==> src/rtl/host_chan_rd_latency_tracker_pkg.sv <==
// Shared state encoding and default widths for the host-channel read latency tracker.
package host_chan_rd_latency_pkg;

  localparam int DEF_BURST_CNT_WIDTH   = 7;
  localparam int DEF_OUTSTANDING_WIDTH = 16;
  localparam int DEF_COUNTER_WIDTH     = 48;

  typedef enum logic [1:0] {
    IDLE  = 2'd0,
    RUN   = 2'd1,
    DRAIN = 2'd2,
    DONE  = 2'd3
  } t_rd_lat_state;

endpackage

==> src/rtl/host_chan_rd_latency_tracker_sat_counter.sv <==
// Saturating accumulator: adds increment when en, clears on clr, sticks at all-ones.
module host_chan_rd_lat_sat_counter #(
  parameter int WIDTH = 48
) (
  input  logic             clk,
  input  logic             reset,
  input  logic             clr,
  input  logic             en,
  input  logic [WIDTH-1:0] increment,
  output logic [WIDTH-1:0] count
);

  logic [WIDTH-1:0] count_d;
  logic [WIDTH-1:0] count_q;
  logic [WIDTH:0]   sum;

  always_comb begin
    sum = {1'b0, count_q} + {1'b0, increment};
    if (clr) begin
      count_d = '0;
    end else if (en) begin
      if (sum[WIDTH]) begin
        count_d = '1;
      end else begin
        count_d = sum[WIDTH-1:0];
      end
    end else begin
      count_d = count_q;
    end
  end

  always_ff @(posedge clk) begin
    if (reset) begin
      count_q <= '0;
    end else begin
      count_q <= count_d;
    end
  end

  assign count = count_q;

endmodule

==> src/rtl/host_chan_rd_latency_tracker.sv <==
// Tracks outstanding read lines and accumulates latency/bandwidth statistics for one port.
// Optional running-maximum output enabled by defining HOST_CHAN_RD_LAT_MAX_EN.
module host_chan_rd_latency_tracker
  import host_chan_rd_latency_pkg::*;
#(
  parameter int BURST_CNT_WIDTH   = DEF_BURST_CNT_WIDTH,
  parameter int OUTSTANDING_WIDTH = DEF_OUTSTANDING_WIDTH,
  parameter int COUNTER_WIDTH     = DEF_COUNTER_WIDTH
) (
  input  logic                         clk,
  input  logic                         reset,
  input  logic                         en_tx_rd,
  input  logic [BURST_CNT_WIDTH-1:0]   tx_rd_cnt,
  input  logic                         en_rx_rd,
  input  logic                         start,
  input  logic                         stop,
  input  logic                         clear,
  output logic [1:0]                   state_o,
  output logic                         done,
  output logic [COUNTER_WIDTH-1:0]     rd_lines,
  output logic [COUNTER_WIDTH-1:0]     active_sum,
  output logic [COUNTER_WIDTH-1:0]     run_cycles,
  output logic [OUTSTANDING_WIDTH-1:0] outstanding,
  output logic                         err_underflow,
  output logic                         err_overflow
`ifdef HOST_CHAN_RD_LAT_MAX_EN
  ,
  output logic [OUTSTANDING_WIDTH-1:0] max_outstanding
`endif
);

  // Wide enough to hold any sum of outstanding and a burst without losing the carry.
  localparam int WIDE = (COUNTER_WIDTH > OUTSTANDING_WIDTH ? COUNTER_WIDTH : OUTSTANDING_WIDTH)
                        + BURST_CNT_WIDTH + 2;

  t_rd_lat_state state_d, state_q;
  logic [OUTSTANDING_WIDTH-1:0] outstanding_d, outstanding_q;
  logic err_underflow_d, err_underflow_q;
  logic err_overflow_d, err_overflow_q;
  logic done_d, done_q;

  logic [WIDE-1:0] out_sum;
  logic [WIDE-1:0] out_next;
  logic [WIDE-1:0] out_limit;
  logic [WIDE-1:0] cnt_limit;
  logic [WIDE-1:0] burst_wide;
  logic [WIDE-1:0] out_wide;

  logic                     cnt_clr;
  logic                     in_run;
  logic                     in_meas;
  logic [COUNTER_WIDTH-1:0] lines_inc;
  logic [COUNTER_WIDTH-1:0] active_inc;

  always_comb begin
    out_limit       = WIDE'({OUTSTANDING_WIDTH{1'b1}});
    out_sum         = WIDE'(outstanding_q) + (en_tx_rd ? WIDE'(tx_rd_cnt) : {WIDE{1'b0}});
    out_next        = out_sum - (en_rx_rd ? WIDE'(1) : {WIDE{1'b0}});
    outstanding_d   = outstanding_q;
    err_underflow_d = err_underflow_q;
    err_overflow_d  = err_overflow_q;
    if (clear) begin
      outstanding_d   = '0;
      err_underflow_d = 1'b0;
      err_overflow_d  = 1'b0;
    end else if (en_rx_rd && (out_sum == {WIDE{1'b0}})) begin
      outstanding_d   = '0;
      err_underflow_d = 1'b1;
    end else if (out_next > out_limit) begin
      outstanding_d  = '1;
      err_overflow_d = 1'b1;
    end else begin
      outstanding_d = out_next[OUTSTANDING_WIDTH-1:0];
    end
  end

  always_ff @(posedge clk) begin
    if (reset) begin
      state_q         <= IDLE;
      outstanding_q   <= '0;
      err_underflow_q <= 1'b0;
      err_overflow_q  <= 1'b0;
      done_q          <= 1'b0;
    end else begin
      state_q         <= state_d;
      outstanding_q   <= outstanding_d;
      err_underflow_q <= err_underflow_d;
      err_overflow_q  <= err_overflow_d;
      done_q          <= done_d;
    end
  end

  // start is decoded before stop, so a coincident stop in IDLE/DONE is simply lost.
  always_comb begin
    state_d = state_q;
    if (clear) begin
      state_d = IDLE;
    end else begin
      case (state_q)
        IDLE:    if (start) state_d = RUN;   else state_d = IDLE;
        RUN:     if (stop)  state_d = DRAIN; else state_d = RUN;
        DRAIN:   if (outstanding_q == '0) state_d = DONE; else state_d = DRAIN;
        DONE:    if (start) state_d = RUN;   else state_d = DONE;
        default: state_d = IDLE;
      endcase
    end
  end

  always_comb begin
    cnt_clr    = clear || (((state_q == IDLE) || (state_q == DONE)) && start);
    in_run     = (state_q == RUN);
    in_meas    = (state_q == RUN) || (state_q == DRAIN);
    done_d     = (state_d == DONE);
    cnt_limit  = WIDE'({COUNTER_WIDTH{1'b1}});
    burst_wide = WIDE'(tx_rd_cnt);
    out_wide   = WIDE'(outstanding_q);
    if (burst_wide > cnt_limit) begin
      lines_inc = '1;
    end else begin
      lines_inc = burst_wide[COUNTER_WIDTH-1:0];
    end
    if (out_wide > cnt_limit) begin
      active_inc = '1;
    end else begin
      active_inc = out_wide[COUNTER_WIDTH-1:0];
    end
  end

  host_chan_rd_lat_sat_counter #(.WIDTH(COUNTER_WIDTH)) u_rd_lines (
    .clk       (clk),
    .reset     (reset),
    .clr       (cnt_clr),
    .en        (in_run && en_tx_rd),
    .increment (lines_inc),
    .count     (rd_lines)
  );

  host_chan_rd_lat_sat_counter #(.WIDTH(COUNTER_WIDTH)) u_active_sum (
    .clk       (clk),
    .reset     (reset),
    .clr       (cnt_clr),
    .en        (in_meas),
    .increment (active_inc),
    .count     (active_sum)
  );

  host_chan_rd_lat_sat_counter #(.WIDTH(COUNTER_WIDTH)) u_run_cycles (
    .clk       (clk),
    .reset     (reset),
    .clr       (cnt_clr),
    .en        (in_run),
    .increment (COUNTER_WIDTH'(1)),
    .count     (run_cycles)
  );

`ifdef HOST_CHAN_RD_LAT_MAX_EN
  logic [OUTSTANDING_WIDTH-1:0] max_outstanding_d, max_outstanding_q;

  always_comb begin
    if (cnt_clr) begin
      max_outstanding_d = '0;
    end else if (in_meas && (outstanding_q > max_outstanding_q)) begin
      max_outstanding_d = outstanding_q;
    end else begin
      max_outstanding_d = max_outstanding_q;
    end
  end

  always_ff @(posedge clk) begin
    if (reset) begin
      max_outstanding_q <= '0;
    end else begin
      max_outstanding_q <= max_outstanding_d;
    end
  end

  assign max_outstanding = max_outstanding_q;
`endif

  assign state_o       = state_q;
  assign done          = done_q;
  assign outstanding   = outstanding_q;
  assign err_underflow = err_underflow_q;
  assign err_overflow  = err_overflow_q;

endmodule

==> config.mk <==
export PLATFORM = sky130hd
export DESIGN_NAME = host_chan_rd_latency_tracker
export DESIGN_NICKNAME = d
export VERILOG_FILES = /design/src/rtl/host_chan_rd_latency_tracker_pkg.sv /design/src/rtl/host_chan_rd_latency_tracker_sat_counter.sv /design/src/rtl/host_chan_rd_latency_tracker.sv
export SDC_FILE = /design/constraint.sdc
export NUM_CORES = 1
export LEC_CHECK = 0
export ABC_AREA = 1
export BUFFER_PORTS_ARGS = -buffer_cell sky130_fd_sc_hd__buf_4
export CAP_MARGIN = 20
export CORE_MARGIN = 1
export CORE_UTILIZATION = 56
export DETAILED_ROUTE_END_ITERATION = 8
export HOLD_SLACK_MARGIN = 0.02
export MAX_ROUTING_LAYER = met4
export PLACE_DENSITY = 0.79
export SYNTH_ARGS = -nofsm -noshare
export SYNTH_HDL_FRONTEND = slang
export SYNTH_HIERARCHICAL = 1
export SYNTH_SLANG_ARGS = --single-unit
==> constraint.sdc <==
create_clock -name clk -period 3.19 [get_ports clk]
set_input_delay 0.957 -clock clk [delete_from_list [all_inputs] [get_ports clk]]
set_output_delay 0.957 -clock clk [all_outputs]
set_load 0.01 [all_outputs]
==> reports/results.tsv <==
stage	metric	value	unit
status	status	completed	
power	seqPwrFrac	35.3	%
cells_and_area	areaGrowthSynthToFinish	16.9	%
clock_network	cts_buffers	17	
timing	setup_violations	0	
timing	rsz0062_at_grt	no	
clock_network	cts.sinks	165	
routing	drt-met1-wl	28.7	mm
cells_and_area	finalNonFillerCells	4520	
global_routing	grt_first_pass_wirelength	101	mm
placed_design	gp_congestion	1.03	
cells_and_area	final_nets	4227	
yosys	yosysTopAreaCell	nand2_1	
cells_and_area	postLayoutCellArea	23400	um2
die	pin_count	179	
routing	vias_per_cell	4.94	
power	ir_worst_vdd	424	uV
worst_setup_path	critPathLaunchType	input pin	
yosys	synth_async_sr_flop_share	0	%
clock_network	cts_buffer_depth	2	
power	p_int	4.17	mW
worst_setup_path	arrival	3.28	ns
die	die_h	191	um
cells_and_area	drive_gt1_share	11.1	%
die	die_w	191	um
yosys	ys_warn_count	6	
die	start_util	57.4	%
worst_hold_path	hold_class	flop to flop	
power	p_clk_share	39.1	%
yosys	synth_ff_type	dfxtp_1	
routing	drtIter0Drc	1499	
yosys	ys_seq_elements	165	
yosys	synth_commonest_cells	nand2_1, inv_1, nor2_1	
power	p_sw_share	33.5	%
clock_network	cts-hold-fix-buffers	0	
global_routing	grt_remaining_overflow	0	
timing	fin_ws	0.266	ns
die	placementRows	68	
timing	fin_crit_sh	91.7	%
yosys	synthCells	3707	
placed_design	hpwlAfterDp	52.8	mm
timing	final-max-slew-violation-count	0	
routing	highest_layer	met4	
yosys	synth_edf_count	0	
worst_setup_path	cp_max_fo	17	
cells_and_area	utilization	67.0	%
yosys	syn_area	20000	um2
timing	fin_skew	0.0117	ns
power	power_density	268	nW/um2
timing	hold_viol_final	0	
placed_design	pre_cts_ws	-0.202	ns
clock_network	tritoncts	done	
routing	drtAntennaViolNets	0	
power	total_power	6.27	mW
placed_design	place.port_buffers	178	
worst_setup_path	cp-end-kind	flop	
timing	max_clock_freq	342	MHz
routing	first_pass_iters	8	
timing	slew_headroom	66.3	%
clock_network	clkTransAtPathRegs	0.07	ns
routing	wl	63.3	mm
routing	wl_per_cell	14.0	um
global_routing	antenna_found_initial	0	
clock_network	clock_latency	0.47	ns
placed_design	numPlacedInstances	4488	
die	die_area	36500	um2
global_routing	grt_max_degree	49	
routing	vias	22340	
cells_and_area	num_antenna_cells	0	
yosys	synth_most_common_cell	nand2_1	
yosys	synth_top_cell_area_share	25.0	%
power	p_sw	2.10	mW
routing	drc	0	
clock_network	cts_max_level	4	
global_routing	grt_pass1_vias	20460	
yosys	syn_avg_cell_area	5.40	um2
routing	met2_length	28.7	mm
die	core_area	34900	um2
placed_design	place_area	22700	um2
global_routing	grt.total_usage	36.1	%
power	leakagePower	14.1	nW
timing	fin_crit	2.92	ns
yosys	synth_cell_types	42	
routing	dr_wl_met3	3.79	mm
worst_setup_path	path_class	input pin to flop	
timing	tightest_slew	0.506	ns
clock_network	cts_root_buf	clkbuf_16	
run	drv_cap	0	
power	pwr-share-comb	25.6	%
yosys	synth_area_leaders	nand2_1, dfxtp_1, inv_1, ha_1, nor2_1	
yosys	synth_seq_area_share	16.5	%
worst_setup_path	required	3.54	ns
## flip-flops by register name (all words and copies together), names as in the netlist
name	cells
u_active_sum/count	48
u_rd_lines/count	48
u_run_cycles/count	48
outstanding	16
state_o	2
done	1
err_overflow	1
err_underflow	1
## cell families (layout without fill, tap and decap cells)
kind of cell             after synthesis  in the layout  synth area share (%)
adder cells (fa/ha/maj)              161            161                  10.2
AO/OA/AOI/OAI                        282            282                  7.53
other                                  2            122                0.0375
AND/OR/NAND/NOR                     2201           2201                  46.3
flip-flops                           165            165                  16.5
buffers and inverters                813           1051                  15.8
XOR/XNOR                              83             83                  3.63
## repair_timing
| item | CTS | global route |
|---|---|---|
| resized for setup | 0 | 3 |
| endpoints found under the hold margin | 0 | 0 |
| endpoints found under the setup margin | 0 | 15 |
| buffers inserted | 0 | 0 |
## path summary, 6_finish.rpt
| check | start | end | depth (start not counted) | slack (ns) |
|---|---|---|---|---|
| setup reg to reg | outstanding[0] | outstanding[3] | 17 | 0.41 |
| hold reg to reg | err_underflow | err_underflow | 2 | 0.50 |
| hold / removal | err_underflow | err_underflow | 2 | 0.50 |
| setup / recovery | en_tx_rd | outstanding[3] | 20 | 0.27 |
## per-layer routing
metal | up-vias | global-route usage (%)
li1 | 11745 | -
met2 | 647 | 58.8
met4 | 0 | 13.7
met3 | 125 | 3.51
met5 | - | -
met1 | 9823 | 45.9
## worst max-delay path, cell delays in order
cell and delay (ns):
buf_4 0.13, nand2_1 0.06, inv_1 0.05, ha_2 0.16, inv_1 0.05, fa_2 0.34
inv_2 0.06, nand3_1 0.09, nand2_2 0.10, nand2_1 0.08, nand2_2 0.08, nand3_1 0.09
nand2_1 0.12, nand2_1 0.08, nor2_2 0.13, nand4_1 0.14, and2_4 0.18, buf_12 0.14
nand2_8 0.14, nand2_1 0.07
## cells in the final DEF (no fill, tap or decap), types with 7 or more instances in the layout
cell,count
a21oi_1,141
and2_1,18
buf_4,249
clkbuf_16,17
conb_1,122
dfxtp_1,165
ha_1,155
inv_1,746
inv_2,18
nand2_1,1329
nand2_2,53
nand3_1,176
nand3_2,25
nand3b_1,7
nand4_1,41
nor2_1,462
nor2_2,46
nor3_1,18
o21ai_0,111
o21bai_1,19
xnor2_1,47
xor2_1,36
## through the flow
step                hold slack, ns  setup TNS, ns
floorplan                    0.481              0
global placement             0.492          -2.25
detailed placement           0.498          -2.94
CTS                          0.513              0
global route                 0.525              0
finish                       0.500              0
## power groups by stage
stage | registers [mW] | logic, mW | clock network, mW
after floorplan | 2.23 | 1.07 | 0
after global placement | 2.25 | 1.56 | 0
after detailed placement | 2.25 | 1.56 | 0
after CTS | 2.21 | 1.57 | 2.48
after global routing | 2.21 | 1.80 | 2.55
final | 2.21 | 1.61 | 2.45
## cell type report
cell class / count / area (um2)
clock buffers: 18 / 439
clock inverters: 14 / 236
fillers: 3614 / 11500
inverters: 767 / 2880
multi-input cells: 2849 / 14000
flip-flops and latches: 165 / 3300
well taps: 455 / 569
repair buffers: 252 / 1930
No activity file was read; power rests on OpenSTA's default activity.
